`src/rtl/sd_spi_pkg.sv`:
```
// sd_spi_pkg: shared types and constants for the SD card SPI master.
// Optional feature macro used by the top: SD_SPI_ACT_LED_EN.
package sd_spi_pkg;

   typedef enum logic [1:0] {
      IDLE     = 2'd0,
      SHIFT_LO = 2'd1,
      SHIFT_HI = 2'd2,
      FINISH   = 2'd3
   } state_t;

   localparam int unsigned SLOW_DIV_DFLT = 31;
   localparam int unsigned FAST_DIV_DFLT = 0;

   // Width of a counter that must reach value d (at least one bit).
   function automatic int unsigned div_width(input int unsigned d);
      return (d < 1) ? 1 : $clog2(d + 1);
   endfunction

   localparam int unsigned DIV_W = div_width(SLOW_DIV_DFLT);

endpackage

```
`src/rtl/sd_spi_if.sv`:
```
// sd_spi_if: byte-level CPU-side handshake of the SD SPI master.
// The "master" modport is the requesting I/O port logic, "slave" is the SPI engine.
interface sd_spi_if;

   logic [7:0] tx_data;
   logic       tx_start;
   logic       fast;
   logic       cs_set;
   logic       cs_val;
   logic [7:0] rx_data;
   logic       busy;
   logic       done;

   modport master (
      output tx_data, tx_start, fast, cs_set, cs_val,
      input  rx_data, busy, done
   );

   modport slave (
      input  tx_data, tx_start, fast, cs_set, cs_val,
      output rx_data, busy, done
   );

endinterface

```
`src/rtl/sd_spi_clkdiv.sv`:
```
// sd_spi_clkdiv: sd_sck phase timer. Counts 0..div while enabled and emits
// a one-cycle phase_end tick on the last cycle of each half-period.
import sd_spi_pkg::*;

module sd_spi_clkdiv #(
   parameter int unsigned W = DIV_W
) (
   input  logic         clk_sys,
   input  logic         rst_n,
   input  logic         clr,
   input  logic         en,
   input  logic [W-1:0] div,
   output logic         phase_end
);

   logic [W-1:0] cnt;

   // Phase counter: held at zero when idle or restarted, wraps after div.
   always_ff @(posedge clk_sys or negedge rst_n) begin
      if (!rst_n)
         cnt <= '0;
      else if (clr || !en || (cnt == div))
         cnt <= '0;
      else
         cnt <= cnt + 1'b1;
   end

   assign phase_end = en && (cnt == div);

endmodule

```
`src/rtl/sd_spi_master.sv`:
```
// sd_spi_master: SPI mode 0, MSB-first byte shifter toward the emulated SD card.
// Optional activity LED stretcher enabled by defining SD_SPI_ACT_LED_EN.
import sd_spi_pkg::*;

module sd_spi_master #(
   parameter int unsigned SLOW_DIV = SLOW_DIV_DFLT,
   parameter int unsigned FAST_DIV = FAST_DIV_DFLT,
   parameter int unsigned LED_HOLD = 2500000
) (
   input  logic        clk_sys,
   input  logic        rst_n,
   sd_spi_if.slave     host,
   output logic        sd_cs,
   output logic        sd_sck,
   output logic        sd_sdi,
   input  logic        sd_sdo,
   output logic        act_led
);

   localparam int unsigned DW = div_width((SLOW_DIV > FAST_DIV) ? SLOW_DIV : FAST_DIV);

   state_t         state, state_nxt;
   logic           load, rise, fall, last;
   logic           phase_end;
   logic [DW-1:0]  div_r;
   logic [6:0]     tx_sr;
   logic [7:0]     rx_sr;
   logic [2:0]     bit_cnt;
   logic           cs_pend, cs_pend_vld;
   logic           busy, done;

   assign busy         = (state == SHIFT_LO) || (state == SHIFT_HI);
   assign done         = (state == FINISH);
   assign host.busy    = busy;
   assign host.done    = done;

   sd_spi_clkdiv #(.W(DW)) u_clkdiv (
      .clk_sys   (clk_sys),
      .rst_n     (rst_n),
      .clr       (load),
      .en        (busy),
      .div       (div_r),
      .phase_end (phase_end)
   );

   // State register.
   always_ff @(posedge clk_sys or negedge rst_n) begin
      if (!rst_n) state <= IDLE;
      else        state <= state_nxt;
   end

   // Next state and datapath strobes; the done cycle accepts a new start.
   always_comb begin
      state_nxt = state;
      load      = 1'b0;
      rise      = 1'b0;
      fall      = 1'b0;
      last      = 1'b0;
      unique case (state)
         IDLE, FINISH: begin
            state_nxt = IDLE;
            if (host.tx_start) begin
               load      = 1'b1;
               state_nxt = SHIFT_LO;
            end
         end
         SHIFT_LO: if (phase_end) begin
            rise      = 1'b1;
            state_nxt = SHIFT_HI;
         end
         SHIFT_HI: if (phase_end) begin
            fall = 1'b1;
            if (bit_cnt == 3'd0) begin
               last      = 1'b1;
               state_nxt = FINISH;
            end else begin
               state_nxt = SHIFT_LO;
            end
         end
         default: state_nxt = IDLE;
      endcase
   end

   // Shift datapath: sck edges, MOSI shifting, MISO sampling, result capture.
   // rx_data is captured on entry to FINISH so it is valid alongside done.
   always_ff @(posedge clk_sys or negedge rst_n) begin
      if (!rst_n) begin
         sd_sck       <= 1'b0;
         sd_sdi       <= 1'b1;
         tx_sr        <= '1;
         rx_sr        <= '1;
         bit_cnt      <= '0;
         div_r        <= '0;
         host.rx_data <= 8'hFF;
      end else begin
         if (load) begin
            tx_sr   <= host.tx_data[6:0];
            sd_sdi  <= host.tx_data[7];
            bit_cnt <= 3'd7;
            div_r   <= host.fast ? DW'(FAST_DIV) : DW'(SLOW_DIV);
         end
         if (rise) begin
            sd_sck <= 1'b1;
            rx_sr  <= {rx_sr[6:0], sd_sdo};
         end
         if (fall) begin
            sd_sck <= 1'b0;
            if (last) begin
               sd_sdi       <= 1'b1;
               host.rx_data <= rx_sr;
            end else begin
               bit_cnt <= bit_cnt - 1'b1;
               sd_sdi  <= tx_sr[6];
               tx_sr   <= {tx_sr[5:0], 1'b1};
            end
         end
      end
   end

   // Chip select: direct load when not busy, deferred to the done cycle otherwise.
   // A strobe in the done cycle itself overrides the pending value.
   always_ff @(posedge clk_sys or negedge rst_n) begin
      if (!rst_n) begin
         sd_cs       <= 1'b1;
         cs_pend     <= 1'b1;
         cs_pend_vld <= 1'b0;
      end else if (busy) begin
         if (host.cs_set) begin
            cs_pend     <= host.cs_val;
            cs_pend_vld <= 1'b1;
         end
      end else begin
         if (done && cs_pend_vld) begin
            sd_cs       <= cs_pend;
            cs_pend_vld <= 1'b0;
         end
         if (host.cs_set)
            sd_cs <= host.cs_val;
      end
   end

`ifdef SD_SPI_ACT_LED_EN
   localparam int unsigned LW = div_width(LED_HOLD);
   logic [LW-1:0] led_cnt;

   // Activity stretch: reloads at each done, then counts down to zero.
   always_ff @(posedge clk_sys or negedge rst_n) begin
      if (!rst_n)
         led_cnt <= '0;
      else if (done)
         led_cnt <= LW'(LED_HOLD);
      else if (led_cnt != '0)
         led_cnt <= led_cnt - 1'b1;
   end

   assign act_led = busy || done || (led_cnt != '0);
`else
   assign act_led = 1'b0;
`endif

endmodule

```
`src/flat_wrapper.sv`:
```
// flat-port wrapper written by rule: the top's interface ports become plain ports
module sd_spi_master_flat 
#(
   parameter int unsigned SLOW_DIV = SLOW_DIV_DFLT,
   parameter int unsigned FAST_DIV = FAST_DIV_DFLT,
   parameter int unsigned LED_HOLD = 2500000
)
  (clk_sys, rst_n, sd_cs, sd_sck, sd_sdi, sd_sdo, act_led, host_tx_data, host_tx_start, host_fast, host_cs_set, host_cs_val, host_rx_data, host_busy, host_done);
  sd_spi_if host_i ();
  input  logic clk_sys;
  input  logic rst_n;
  output logic sd_cs;
  output logic sd_sck;
  output logic sd_sdi;
  input  logic sd_sdo;
  output logic act_led;
  input wire logic [$bits(host_i.tx_data)-1:0] host_tx_data;
  input wire logic [$bits(host_i.tx_start)-1:0] host_tx_start;
  input wire logic [$bits(host_i.fast)-1:0] host_fast;
  input wire logic [$bits(host_i.cs_set)-1:0] host_cs_set;
  input wire logic [$bits(host_i.cs_val)-1:0] host_cs_val;
  output wire logic [$bits(host_i.rx_data)-1:0] host_rx_data;
  output wire logic [$bits(host_i.busy)-1:0] host_busy;
  output wire logic [$bits(host_i.done)-1:0] host_done;
  assign host_i.tx_data = host_tx_data;
  assign host_i.tx_start = host_tx_start;
  assign host_i.fast = host_fast;
  assign host_i.cs_set = host_cs_set;
  assign host_i.cs_val = host_cs_val;
  assign host_rx_data = host_i.rx_data;
  assign host_busy = host_i.busy;
  assign host_done = host_i.done;
  sd_spi_master #(.SLOW_DIV(SLOW_DIV), .FAST_DIV(FAST_DIV), .LED_HOLD(LED_HOLD)) u_core (.clk_sys(clk_sys), .rst_n(rst_n), .host(host_i), .sd_cs(sd_cs), .sd_sck(sd_sck), .sd_sdi(sd_sdi), .sd_sdo(sd_sdo), .act_led(act_led));
endmodule
```
`config.mk`:
```
export PLATFORM = sky130hd
export DESIGN_NAME = sd_spi_master_flat
export DESIGN_NICKNAME = d
export VERILOG_FILES = /design/src/rtl/sd_spi_pkg.sv /design/src/rtl/sd_spi_if.sv /design/src/rtl/sd_spi_clkdiv.sv /design/src/rtl/sd_spi_master.sv /design/src/flat_wrapper.sv
export SDC_FILE = /design/constraint.sdc
export NUM_CORES = 1
export LEC_CHECK = 0
export CORE_ASPECT_RATIO = 0.8
export CORE_MARGIN = 3
export CORE_UTILIZATION = 53
export DETAILED_ROUTE_END_ITERATION = 16
export PLACE_DENSITY = 0.91
export REMOVE_ABC_BUFFERS = 1
export SLEW_MARGIN = 20
export SYNTH_ARGS = -nofsm -noshare
export SYNTH_HDL_FRONTEND = slang
export SYNTH_SLANG_ARGS = --single-unit
export TNS_END_PERCENT = 30
```
`constraint.sdc`:
```
create_clock -name clk_sys -period 2.6 [get_ports clk_sys]
set_input_delay 0.39 -clock clk_sys [delete_from_list [all_inputs] [get_ports clk_sys]]
set_output_delay 0.39 -clock clk_sys [all_outputs]
set_load 0.1 [all_outputs]
```
==> flow_metrics.py <==
metrics = {
    "worst_hold_path": {
        "path_type_of_the_worst_min_delay_path": "reg2reg",
    },
    "timing": {
        "final_critical_path_setup_slack_ns": 0.276,
        "setup-tns-final_ns": 0,
        "hold_viol_final": 0,
        "setup_viol": 0,
        "worst_clock_skew_ns": 0.00802,
        "fin_crit_ns": 2.32,
        "grt_setup_unrepaired": "no",
        "hold_ws_ns": 0.501,
        "min_period_over_period_pct": 89.4,
        "maxClockFrequency_mhz": 430,
        "final-max-slew-violation-count": 0,
    },
    "detailed_routing": {
        "wire_per_inst_microns": 15.3,
        "drt-initial-drc-count": 110,
        "drt-vias-per-instance": 5.59,
        "post-route-drc-count": 0,
        "drt_first_pass_iters": 7,
        "ant_nets": 0,
        "via_count": 1229,
        "drt-total-wl_microns": 3370,
    },
    "die": {
        "pin_count": 29,
        "dieArea_sq_um": 4290,
        "coreArea_sq_um": 3240,
        "floorplan.die.height_microns": 59.2,
        "rows": 18,
        "starting_density_of_the_core_pct": 57.8,
        "die_width_microns": 72.5,
    },
    "global_route": {
        "first_global_vias": 1242,
        "pin_count_of_the_biggest_net_entering_global_routing": 40,
        "grt_pass1_wl_microns": 5680,
        "grt.overflow.total": 0,
        "gr-usage-all-layers_pct": 17.5,
        "antenna_violations_before_repair": 0,
    },
    "clock_network": {
        "clockBufferDepth": 2,
        "cts.repair.resized": 0,
        "post_cts_buffers": 0,
        "clk_latency_ns": 0.30,
        "cts_sinks": 39,
        "htree_levels": 2,
        "worst_setup_hold_path_clk_slew_ns": 0.08,
        "cts_root_buf": "sky130_fd_sc_hd__clkbuf_8",
        "cts-buffers-inserted": 5,
        "cts_tree": "done",
        "cts_hold_buf": 0,
    },
    "outcome": {
        "outcome": "complete, no violations",
    },
    "layout": {
        "nNetsFinal": 200,
        "multiInputGateArea_sq_um": 817,
        "flow.area_growth_from_synthesis_pct": 20.2,
        "drive_gt1_share_pct": 46.7,
        "regArea_sq_um": 1010,
        "antenna-diode-count": 0,
        "fill_cells": 227,
    },
    "power_and_ir_drop": {
        "pwr_density_cell_nw_per_um2": 1170,
        "power.ir.vdd_worst_uv": 676,
        "leakagePower_nw": 0.970,
    },
    "setup_path": {
        "critical_path_class": "reg2reg",
        "crit_arrival_ns": 2.55,
        "worst_ep_required_time_ns": 2.82,
        "timing.critical_path.slowest_stage_cell": "sky130_fd_sc_hd__or4b_1",
        "crit_path_max_incr_delay_ns": 0.55,
        "start_kind": "register",
        "critical_path.endpoint_type": "register",
        "critPathMaxFanout": 9,
        "critical_path.cell_chain": "inv_1 -> ha_1 -> or4b_1 -> o22ai_4 -> nand2_4 -> mux2_2",
    },
    "yosys": {
        "synth_edf_count": 0,
        "synth_area_per_cell_sq_um": 12.7,
        "synth_seq_area_share_pct": 53.8,
        "asyncSetResetFlopFracSynth_pct": 100,
        "syn-instance-count": 148,
        "synth.ff_latch_count": 39,
        "most_used_flip_flop_cell_after_synthesis": "sky130_fd_sc_hd__dfstp_2",
        "synth_warnings": 0,
        "post_syn_area_sq_um": 1870,
        "yosys.cell_types.count": 36,
    },
    "placed_design": {
        "place_worst_setup_slack_ns": 0.290,
        "port-buffer-count": 27,
        "hpwlAfterDp_microns": 2480,
        "routabilityCongestion": 0.831,
    },
    "job": {
        "max-cap-violations": 0,
    },
}
## critical path: cells and delay by family, from the launching register on
family | cells | cell delay, ns
fa+ha+maj | 1 | 0.41
simple gates | 2 | 0.71
mux | 1 | 0.31
buf+inv | 1 | 0.07
compound gates | 1 | 0.31
flops | 1 | 0.43
## final cells by class
type,instances,share of cell area [%]
clock buffer,5,3.06
clock inverter,3,0.889
inverter,8,1.33
multi-input combinational,97,36.3
sequential,39,44.8
tap,40,2.22
timing repair buffer,28,11.4
## kinds of logic (layout without fill, tap and decap cells)
logic type	count (synthesis)	after routing	share of synthesized area [%]
muxes	28	28	16.8
xor gates and xnor gates	3	3	1.40
adders and majority gates	6	6	4.01
and+or+nand+nor	37	37	11.9
DFF	39	39	53.8
buffers and inverters	12	44	2.60
AOI/OAI and AO/OA	22	22	9.21
other	1	1	0.200
## state kept, by name, indices dropped and copies added (netlist names)
signal	flops
u_core.state	2
u_core.u_clkdiv.cnt	5
u_core.cs_pend	1
u_core.sd_sck	1
u_core.sd_sdi	1
u_core.rx_sr	8
u_core.tx_sr	7
u_core.bit_cnt	3
u_core.cs_pend_vld	1
u_core.sd_cs	1
u_core.host.rx_data	8
u_core.div_r	1
## cell usage after synthesis, types with 3 or more instances
master / instances / area share [%]
sky130_fd_sc_hd__a21oi_1: 6 / 1.6
sky130_fd_sc_hd__clkbuf_1: 3 / 0.60
sky130_fd_sc_hd__dfrtp_1: 13 / 17
sky130_fd_sc_hd__dfstp_2: 26 / 36
sky130_fd_sc_hd__ha_1: 6 / 4.0
sky130_fd_sc_hd__inv_1: 8 / 1.6
sky130_fd_sc_hd__mux2_2: 28 / 17
sky130_fd_sc_hd__nand2_1: 6 / 1.2
sky130_fd_sc_hd__nand3_1: 4 / 1.1
sky130_fd_sc_hd__nor2_1: 9 / 1.8
sky130_fd_sc_hd__o21ai_0: 4 / 1.1
## metal layers
layer | track usage [%] | share of wire, %
met5 | 0 | 0
met4 | 8.95 | 1.5
met3 | 4.75 | 5.3
met2 | 28.0 | 48
met1 | 22.0 | 46
## report_power, final
group / total, mW / switching [mW] / internal, mW
Clock: 0.405 / 0.219 / 0.186
Combinational: 1.18 / 0.725 / 0.457
Sequential: 1.04 / 0.135 / 0.908
## through the flow
| step | utilization (%) | total power, mW | area [sq um] | cells |
|---|---|---|---|---|
| floorplan | - | 1.94 | 1860 | 144 |
| global placement | 66.7 | 2.18 | 2160 | 212 |
| detailed placement | 66.7 | 2.24 | 2160 | 212 |
| CTS | 69.4 | 2.65 | 2250 | 220 |
| global route | 69.4 | 2.79 | 2250 | 220 |
| finish | 69.4 | 2.63 | 2250 | 220 |
## worst paths after layout
path	from	to	slack, ns	depth (start not counted)
min in group asynchronous	rst_n	u_core.state[0]$_DFFE_PN0P_	0.52	2
max in group asynchronous	rst_n	u_core.sd_cs$_DFFE_PN1P_	1.73	2
worst max register to register	u_core.state[0]$_DFFE_PN0P_	u_core.host.rx_data[6]$_DFFE_PN1P_	0.28	6
worst min register to register	u_core.tx_sr[0]$_DFF_PN1_	u_core.tx_sr[0]$_DFF_PN1_	0.50	2
worst max-delay path	u_core.state[0]$_DFFE_PN0P_	u_core.host.rx_data[6]$_DFFE_PN1P_	0.28	6
worst min-delay path	u_core.tx_sr[0]$_DFF_PN1_	u_core.tx_sr[0]$_DFF_PN1_	0.50	2
## cells in the final DEF, fill, tap and decap left out, types with 2 or more instances in the layout
cell type                         synthesis  final
sky130_fd_sc_hd__mux2_2                  28     28
sky130_fd_sc_hd__dfstp_2                 26     26
sky130_fd_sc_hd__clkdlybuf4s50_1          0     14
sky130_fd_sc_hd__buf_4                    1     13
sky130_fd_sc_hd__dfrtp_1                 13     13
sky130_fd_sc_hd__nor2_1                   9      9
sky130_fd_sc_hd__inv_1                    8      8
sky130_fd_sc_hd__nand2_1                  6      6
sky130_fd_sc_hd__a21oi_1                  6      6
sky130_fd_sc_hd__ha_1                     6      6
sky130_fd_sc_hd__clkbuf_8                 0      5
sky130_fd_sc_hd__nand3_1                  4      4
sky130_fd_sc_hd__o21ai_0                  4      4
sky130_fd_sc_hd__nand2b_1                 2      2
sky130_fd_sc_hd__nand4_1                  2      2
sky130_fd_sc_hd__nand2_4                  2      2
sky130_fd_sc_hd__and3_1                   2      2
sky130_fd_sc_hd__a31oi_1                  2      2
sky130_fd_sc_hd__a31o_2                   2      2
sky130_fd_sc_hd__nor3_1                   2      2
sky130_fd_sc_hd__xor2_1                   2      2
sky130_fd_sc_hd__a21boi_0                 2      2
sky130_fd_sc_hd__a211oi_1                 2      2
sky130_fd_sc_hd__clkinvlp_4               0      2
Power figures use the tool's default switching activity.
